### src/rtl/man_move_ctrl.sv
// Player move sequencer for the 8x8 Sokoban board: checks walls/boxes in the map RAM,
// performs box pushes and commits the sprite position/direction only around vertical blanking.
module man_move_ctrl #(
  parameter logic [5:0] START_POS = 6'd9,
  parameter logic [1:0] START_DIR = 2'd1
) (
  input  logic       clk,
  input  logic       rst_n,
  input  logic       move_req,
  input  logic [1:0] move_dir,
  input  logic       vblank,
  input  logic       level_load,
  input  logic [5:0] load_pos,
  output logic       move_ack,
  output logic       busy,
  output logic [5:0] map_addr,
  output logic       map_rd_en,
  input  logic [2:0] map_rd_data,
  output logic       map_wr_en,
  output logic [2:0] map_wr_data,
  output logic [5:0] man,
  output logic [1:0] direction,
  output logic [9:0] step_cnt,
  output logic [9:0] push_cnt
);

  typedef enum logic [3:0] {
    S_IDLE    = 4'd0,
    S_RD1     = 4'd1,
    S_CHK1    = 4'd2,
    S_RD2     = 4'd3,
    S_CHK2    = 4'd4,
    S_WAIT_VB = 4'd5,
    S_WR1     = 4'd6,
    S_WR2     = 4'd7,
    S_COMMIT  = 4'd8
  } state_t;

  state_t     state_r, state_nxt_s;
  logic [1:0] dir_r;
  logic [5:0] next_r, beyond_r;
  logic       beyond_off_r, blocked_r, push_r;
  logic [2:0] tile_next_r, tile_beyond_r;
  logic [5:0] man_r;
  logic [1:0] direction_r;
  logic [9:0] step_cnt_r, push_cnt_r;
  logic [6:0] next_s, beyond_s;

  // Returns {off_grid, cell} for one step from pos; no wrap-around at the board edge.
  function automatic logic [6:0] step_cell(input logic [5:0] pos, input logic [1:0] dir);
    logic [2:0] row, col;
    logic       off;
    logic [5:0] res;
    row = pos[5:3];
    col = pos[2:0];
    off = 1'b0;
    res = pos;
    case (dir)
      2'd0: if (row == 3'd0) off = 1'b1; else res = {row - 3'd1, col};
      2'd1: if (row == 3'd7) off = 1'b1; else res = {row + 3'd1, col};
      2'd2: if (col == 3'd0) off = 1'b1; else res = {row, col - 3'd1};
      2'd3: if (col == 3'd7) off = 1'b1; else res = {row, col + 3'd1};
      default: off = 1'b1;
    endcase
    return {off, res};
  endfunction

  assign next_s   = step_cell(man_r, move_dir);
  assign beyond_s = step_cell(next_s[5:0], move_dir);

  // State register
  always_ff @(posedge clk or negedge rst_n) begin
    if (!rst_n) state_r <= S_IDLE;
    else        state_r <= state_nxt_s;
  end

  // Next-state decode; a level load aborts whatever is in flight
  always_comb begin
    state_nxt_s = state_r;
    if (level_load) begin
      state_nxt_s = S_IDLE;
    end else begin
      case (state_r)
        S_IDLE:    if (move_req) state_nxt_s = next_s[6] ? S_WAIT_VB : S_RD1;
                   else          state_nxt_s = S_IDLE;
        S_RD1:     state_nxt_s = S_CHK1;
        S_CHK1:    if (map_rd_data[0])      state_nxt_s = S_WAIT_VB;
                   else if (map_rd_data[1]) state_nxt_s = beyond_off_r ? S_WAIT_VB : S_RD2;
                   else                     state_nxt_s = S_WAIT_VB;
        S_RD2:     state_nxt_s = S_CHK2;
        S_CHK2:    state_nxt_s = S_WAIT_VB;
        S_WAIT_VB: if (vblank) state_nxt_s = push_r ? S_WR1 : S_COMMIT;
                   else        state_nxt_s = S_WAIT_VB;
        S_WR1:     state_nxt_s = S_WR2;
        S_WR2:     state_nxt_s = S_COMMIT;
        S_COMMIT:  state_nxt_s = S_IDLE;
        default:   state_nxt_s = S_IDLE;
      endcase
    end
  end

  // Move context, tile captures, sprite registers and saturating counters
  always_ff @(posedge clk or negedge rst_n) begin
    if (!rst_n) begin
      dir_r <= 2'd0; next_r <= 6'd0; beyond_r <= 6'd0; beyond_off_r <= 1'b0;
      blocked_r <= 1'b0; push_r <= 1'b0; tile_next_r <= 3'd0; tile_beyond_r <= 3'd0;
      man_r <= START_POS; direction_r <= START_DIR; step_cnt_r <= 10'd0; push_cnt_r <= 10'd0;
    end else if (level_load) begin
      blocked_r <= 1'b0; push_r <= 1'b0;
      man_r <= load_pos; direction_r <= START_DIR; step_cnt_r <= 10'd0; push_cnt_r <= 10'd0;
    end else begin
      case (state_r)
        S_IDLE: if (move_req) begin
          dir_r        <= move_dir;
          next_r       <= next_s[5:0];
          beyond_r     <= beyond_s[5:0];
          beyond_off_r <= beyond_s[6];
          blocked_r    <= next_s[6];
          push_r       <= 1'b0;
        end
        S_CHK1: begin
          tile_next_r <= map_rd_data;
          if (map_rd_data[0] || (map_rd_data[1] && beyond_off_r)) blocked_r <= 1'b1;
        end
        S_CHK2: begin
          tile_beyond_r <= map_rd_data;
          if (map_rd_data[1:0] != 2'b00) blocked_r <= 1'b1;
          else                           push_r    <= 1'b1;
        end
        S_COMMIT: begin
          direction_r <= dir_r;
          if (!blocked_r) begin
            man_r <= next_r;
            if (step_cnt_r != 10'd1023) step_cnt_r <= step_cnt_r + 10'd1;
          end
          if (push_r && (push_cnt_r != 10'd1023)) push_cnt_r <= push_cnt_r + 10'd1;
        end
        default: ;
      endcase
    end
  end

  // Map strobes, busy and ack decoded from the current state; a same-cycle load kills writes/ack
  always_comb begin
    map_rd_en   = 1'b0;
    map_wr_en   = 1'b0;
    map_addr    = 6'd0;
    map_wr_data = 3'd0;
    move_ack    = 1'b0;
    busy        = (state_r != S_IDLE);
    case (state_r)
      S_RD1:    begin map_rd_en = 1'b1; map_addr = next_r; end
      S_RD2:    begin map_rd_en = 1'b1; map_addr = beyond_r; end
      S_WR1:    begin map_wr_en = ~level_load; map_addr = next_r;   map_wr_data = tile_next_r & 3'b101; end
      S_WR2:    begin map_wr_en = ~level_load; map_addr = beyond_r; map_wr_data = tile_beyond_r | 3'b010; end
      S_COMMIT: move_ack = ~level_load;
      default:  ;
    endcase
  end

  assign man       = man_r;
  assign direction = direction_r;
  assign step_cnt  = step_cnt_r;
  assign push_cnt  = push_cnt_r;

endmodule
### config.mk
export PLATFORM = sky130hd
export DESIGN_NAME = man_move_ctrl
export DESIGN_NICKNAME = d
export VERILOG_FILES = /design/src/rtl/man_move_ctrl.sv
export SDC_FILE = /design/constraint.sdc
export NUM_CORES = 1
export LEC_CHECK = 0
export CAP_MARGIN = 20
export CORE_MARGIN = 2
export CORE_UTILIZATION = 49
export DETAILED_ROUTE_END_ITERATION = 8
export GPL_TIMING_DRIVEN = 0
export PLACE_DENSITY = 0.87
export SLEW_MARGIN = 20
export SYNTH_ARGS = -nofsm -noshare
export SYNTH_HDL_FRONTEND = slang
export SYNTH_SLANG_ARGS = --single-unit
### constraint.sdc
create_clock -name clk -period 2.6 [get_ports clk]
set_input_delay 0.52 -clock clk [delete_from_list [all_inputs] [get_ports clk]]
set_output_delay 0.52 -clock clk [all_outputs]
set_load 0.02 [all_outputs]
Yosys cells after proc, flatten, opt, wreduce, memory -nomap -nowiden

Index checks and enable logic that the tools add are counted.

Bitwise logic cells: 1
Muxes and demuxes: 55
Eq/ne operators: 22
Add/subtract/negate cells: 10
Reductions and logical operators: 28

Operator list:

| kind                  | count |
|---|---|
| $mux 10               | 7 |
| $pmux 6 s4            | 2 |
| $mux 6                | 7 |
| $pmux 4 s8            | 1 |
| $mux 3                | 9 |
| $add 10x1->10 const B | 2 |
| $ne 10x10->1 const B  | 2 |
| $mux 1                | 18 |
| $eq 4x3->1 const B    | 4 |
| $add 3x1->3 const B   | 4 |
| $eq 3x3->1 const B    | 4 |
| $logic_not 3->1       | 4 |
| $mux 4                | 3 |
| $ne 3x3->1 const B    | 4 |
| $pmux 6 s2            | 1 |
| $sub 3x1->3 const B   | 4 |
| $reduce_and 3->1      | 3 |
| $eq 4x2->1 const B    | 2 |
| $pmux 1 s4            | 2 |
| $reduce_and 2->1      | 4 |
| $reduce_bool 2->1     | 4 |
| $reduce_bool 4->1     | 2 |
| $reduce_or 2->1       | 4 |
| $pmux 3 s2            | 1 |
| 15 further kinds      | 18 |

Register bits after elaboration: 55
Logic and storage cells: 129
Output and inout port bits: 41
Input bits: 16

Logic depth before layout (Yosys ltp)

Word-level depth: 7
Depth in mapped cells: 13
Gate-level depth less buffers: 13

Worst setup path after synthesis

No wires, ideal clock.

Path type: register to register
Start: register man_r[1] (netlist: man[1])
End: register beyond_r[0]
Data required time: 2.471 ns
Library setup time: 0.129 ns
Period minus slack after synthesis: 2.923 ns
Cell stages (with the launch flop): 12
Path slack: -0.323 ns
Path buffers: 0
Arrival: 2.794 ns
Path through: dfrtp_1 inv_1 ha_1 or3b_2 o211ai_1 xnor2_1 ha_1 inv_1 o41ai_1 nor4b_1 nor4_1 nand2_1

Cells in the longest elaborated chain, start to end: 6
Elaborated cells on any way between the ends: 18
Those cells by class: 4 x add/sub; 2 x eq/ne; 10 x mux; 2 x reduce/logical

RTL lines:

| item                                      | line   | text |
|---|---|---|
| start, declared                           | 44     | `logic [5:0] man_r;` |
| start signal, assigned                    | 133    | `man_r <= next_r;` |
| $eq 3x3->1, or another cell as far along  | 62     | `2'd3: if (col == 3'd7) off = 1'b1; else res = {row, col + 3'd1};` |
| $mux 3, on equally long branches          | 62, 61 |  |
| $pmux 6 s4 (*)                            | 58     | `case (dir)` |
| $add 3x1->3, or another cell as far along | 62     |  |
| $mux 3, on equally long branches          | 62, 61 |  |
| $pmux 6 s4 (*)                            | 58     |  |
| end signal, assigned                      | 116    | `beyond_r <= beyond_s[5:0];` |
| end, declared                             | 41     | `logic [5:0] next_r, beyond_r;` |

Mark *: on every way between the ends. The rest lies on a longest branch, timed or not.
A chain may end at the register's enable or synchronous reset.

Worst setup path after layout

Start: register man_r[0] (netlist: man[0])
End: register beyond_r[0]

Cells in the longest elaborated chain, start to end: 6
Elaborated cells on any way between the ends: 18
Those cells by class: 4 x add/sub; 2 x eq/ne; 10 x mux; 2 x reduce/logical

RTL lines:

| item                                          | line   | text |
|---|---|---|
| $add 3x1->3, or another cell as far along     | 62     |  |
| $mux 3, on equally long branches              | 62, 61 |  |
| $pmux 6 s4 (*)                                | 58     |  |
| net next_s[1]                                 | 47     | `logic [6:0] next_s, beyond_s;` |
| $eq 3x3->1 or $logic_not 3->1 (tied branches) | 62, 61 |  |
| $mux 3, on equally long branches              | 62, 61 |  |
| $pmux 6 s4 (*)                                | 58     |  |

Mark *: on every way through the listed nets, which the timed path passes. The rest lies on a longest branch.

==> results.cfg <==
[die]
dieArea_mm2 = 0.007714
num_rows = 30
io_pins = 57
core_mm2 = 0.006794
die_w_um = 87.83
die_h_um = 87.83
start_util_pct = 50.68

[clock_tree]
cts_max_path_buffers = 2
cts_tree = yes
h-tree-depth = 2
clkSinkCount = 53
cts_buffers = 5
path_clk_slew_ns = 0.11
clock_latency_ns = 0.32
cts-root-buf = clkbuf_8

[grt]
grt_overflow_total = 0
grt_pass1_wl_um = 15840
grt_start_max_net_pins = 54
grt_util_all_layers_pct = 26.37
grt_pass1_vias = 3248
antenna_found_initial = 0

[flow_run]
drv_cap = 0

[synthesis]
synth_cell_types = 60
synth_ff_type = dfrtp_1
avgSynthCellArea_um2 = 8.739
synth-edff-count = 0
async_reset_ff_share_pct = 100.0
syn-instance-count = 394
synth_nets = 425
ys_warn_count = 0
ys_seq_area_share_pct = 38.63
netlist_area_mm2 = 0.003443
synth_seq_cells = 53

[outcome]
status = complete, but fails checks
violations = setup timing

[drt]
drt-pass1-iter-count = 6
top_layer_used = met4
vias_per_cell = 6.107
wl_met1_um = 4172
wl_per_cell_um = 17.95
wl_met2_um = 5218
dr_wl_met3_um = 661
wl_um = 10400
num_vias = 3536
drc_errors = 0
drt_iter0_drc = 362
final_antenna_net_count = 0

[layout]
fin_cells = 579
fin_util_pct = 68.91
synthToLayoutAreaGrowth_pct = 35.97
fin_nets = 513
drive_gt1_share_pct = 21.12
diodes = 0

[timing]
finalSetupViolations = 6
finalMaxSlewViolations = 0
fin_crit_ns = 2.823
period_share_pct = 108.6
rsz0062_at_grt = true
setup_ws_ns = -0.2234
worst_pin_slew_ns = 0.8577
clock.fmax_mhz = 354.2
finClkSkew_ns = 0.009181
hold_viol = 0
max_slew_margin_pct = 42.70

[placement]
placedCellCount = 546
gp_congestion = 0.9973
io_buffer_count = 56
dp_worst_setup_slack_ns = -0.9930
post-dp-hpwl_um = 6637

[critical_path]
crit_fanout = 5
worstReg2RegEnd = beyond_r[0]
crit_required_ns = 2.82
crit_chain = inv_4 > ha_4 > nand2_2 > o32a_1 > o211a_1 > inv_2 > ha_4 > inv_4 > o41ai_4 > buf_4 > nor4_2 > nor4_1 > nand2_1
critPathKind = reg -> reg
cp_slowest_stage_delay_ns = 0.63
worstRegToRegCells = 13
r2r_start = man[0]
r2r_setup_slack_ns = -0.22
critPathCaptureType = flop
crit_path_start_kind = flop
slowest_stage = dfstp_2
arrival_ns = 3.04

[pwr]
leakagePower_nw = 2.009
powerDensity_mw_per_mm2 = 537.9
max-vdd-ir-drop_mv = 0.2599
p_total_mw = 2.518

[hold_path]
hold_path_class = in -> async
## metrics by stage
stage	TNS, ns	instance area [um2]	hold slack (ns)
6_report	-0.7665	4682	0.2210
5_1_grt	-1.519	4682	0.2772
4_1_cts	-0.3391	4573	0.2545
3_5_place_dp	-11.28	4195	0.4734
3_3_place_gp	-36.90	4198	0.4668
2_1_floorplan	-0.1931	3517	0.2244
## kinds of logic after synthesis
kind of cell | count (synthesis) | share of synthesized area (%)
AOI/OAI and AO/OA | 93 | 18.75
xor gates and xnor gates | 17 | 4.324
adders and majority gates | 15 | 5.451
buffers and inverters | 37 | 4.215
DFF | 53 | 38.63
muxes | 14 | 4.288
and+or+nand+nor | 165 | 24.35
## flip-flops by register name, summed over array words and instances, names as in the netlist
| signal | flops |
|---|---|
| beyond_off_r | 1 |
| beyond_r | 6 |
| blocked_r | 1 |
| dir_r | 2 |
| direction | 2 |
| man | 6 |
| next_r | 6 |
| push_cnt | 10 |
| push_r | 1 |
| state_r | 4 |
| step_cnt | 10 |
| tile_beyond_r | 2 |
| tile_next_r | 2 |
## layer usage
layer | track usage (%) | vias to the layer above
met1 | 34.81 | 1719
met5 | 0 | -
li1 | - | 1598
met4 | 10.91 | 0
met2 | 43.32 | 184
met3 | 4.147 | 35
## power by group
| part | switching, mW | internal (mW) |
|---|---|---|
| Clock | 0.308 | 0.195 |
| Combinational | 0.475 | 0.422 |
| Sequential | 0.148 | 0.970 |
## repair_timing
action,in CTS,in global routing
endpoints found under the setup margin,17,16
pin swaps,15,4
resized for setup,51,20
endpoints found under the hold margin,0,0
hold buffers,0,0
buffers inserted,20,6
## synth_stat cells (2+ instances only)
cell | count | area share, %
dfrtp_1 | 50 | 36
nor2_1 | 46 | 5.0
nand2_1 | 45 | 4.9
o21ai_0 | 26 | 3.8
clkbuf_1 | 17 | 1.9
inv_1 | 16 | 1.7
a21oi_1 | 15 | 2.2
ha_1 | 15 | 5.5
nor3_1 | 13 | 1.9
xor2_1 | 9 | 2.3
a22oi_1 | 8 | 1.7
mux2i_1 | 8 | 2.3
xnor2_1 | 8 | 2.0
a22o_1 | 7 | 1.8
nor2b_1 | 7 | 1.3
a31oi_1 | 6 | 1.1
nand2b_1 | 6 | 1.1
nor4_1 | 6 | 1.1
mux2_2 | 5 | 1.6
nand3_1 | 5 | 0.73
nand3b_1 | 5 | 1.1
nor3b_1 | 5 | 1.1
o211ai_1 | 5 | 1.1
nand4_1 | 4 | 0.73
nor4b_1 | 4 | 1.0
a211oi_1 | 3 | 0.65
and3_1 | 3 | 0.55
and4_1 | 3 | 0.76
dfstp_2 | 3 | 2.3
o2111ai_1 | 3 | 0.76
a21boi_0 | 2 | 0.44
a21o_1 | 2 | 0.44
buf_2 | 2 | 0.29
o21a_1 | 2 | 0.44
o41ai_1 | 2 | 0.51
or2_2 | 2 | 0.36
or3_1 | 2 | 0.36
or4b_2 | 2 | 0.58
## cells in the final DEF (no fill, tap or decap), types with 4 or more instances in the layout
| cell | netlist | final |
|---|---|---|
| nor2_1 | 46 | 44 |
| buf_4 | 1 | 27 |
| nor3_1 | 13 | 12 |
| xor2_1 | 9 | 9 |
| a22oi_1 | 8 | 5 |
| a21oi_1 | 15 | 14 |
| o21ai_0 | 26 | 24 |
| dlymetal6s2s_1 | 0 | 4 |
| o211ai_1 | 5 | 5 |
| nor3b_1 | 5 | 4 |
| a31oi_1 | 6 | 6 |
| mux2_2 | 5 | 5 |
| inv_1 | 16 | 11 |
| nand3b_1 | 5 | 5 |
| nand4_1 | 4 | 4 |
| dfrtp_1 | 50 | 46 |
| nand3_1 | 5 | 5 |
| a22o_1 | 7 | 7 |
| ha_4 | 0 | 4 |
| nand2b_1 | 6 | 6 |
| nand2_1 | 45 | 43 |
| clkbuf_1 | 17 | 7 |
| xnor2_1 | 8 | 5 |
| clkbuf_8 | 0 | 7 |
| mux2i_1 | 8 | 8 |
| clkbuf_4 | 0 | 6 |
| ha_2 | 0 | 4 |
| ha_1 | 15 | 7 |
| clkdlybuf4s50_1 | 0 | 40 |
| nor2b_1 | 7 | 4 |
| nor4b_1 | 4 | 4 |
| dfrtp_2 | 0 | 4 |
| dlygate4sd2_1 | 0 | 10 |
## critical path, delay by kind of cell, from the launching register on
| family | cells | cell delay, ns |
|---|---|---|
| AND/OR/NAND/NOR | 4 | 0.33 |
| adder cells (fa/ha/maj) | 2 | 0.42 |
| flip-flops | 1 | 0.63 |
| buffers and inverters | 4 | 0.39 |
| AO/OA/AOI/OAI | 3 | 0.95 |
## cell type report
cell class	instances	area (um2)
multi-input combinational	304	2185
fill	518	2112
sequential	53	1335
timing repair buffer	82	754.5
buffer	20	126.4
tap	96	120.1
clock buffer	5	68.82
inverter	16	67.56
clock inverter	3	25.02
## how the worst max path moves through the flow
stage / start / to / slack, ns / depth (start not counted)
detailed placement: level_load / move_ack / -0.99 / 6
global placement: level_load / move_ack / -0.96 / 6
global route: man[0] / beyond_r[0] / -0.33 / 14
CTS: man[0] / beyond_r[0] / -0.13 / 13
floorplan: move_dir[0] / beyond_r[0] / -0.13 / 10
finish: man[0] / beyond_r[0] / -0.22 / 13
No activity file was read; power rests on OpenSTA's default activity.
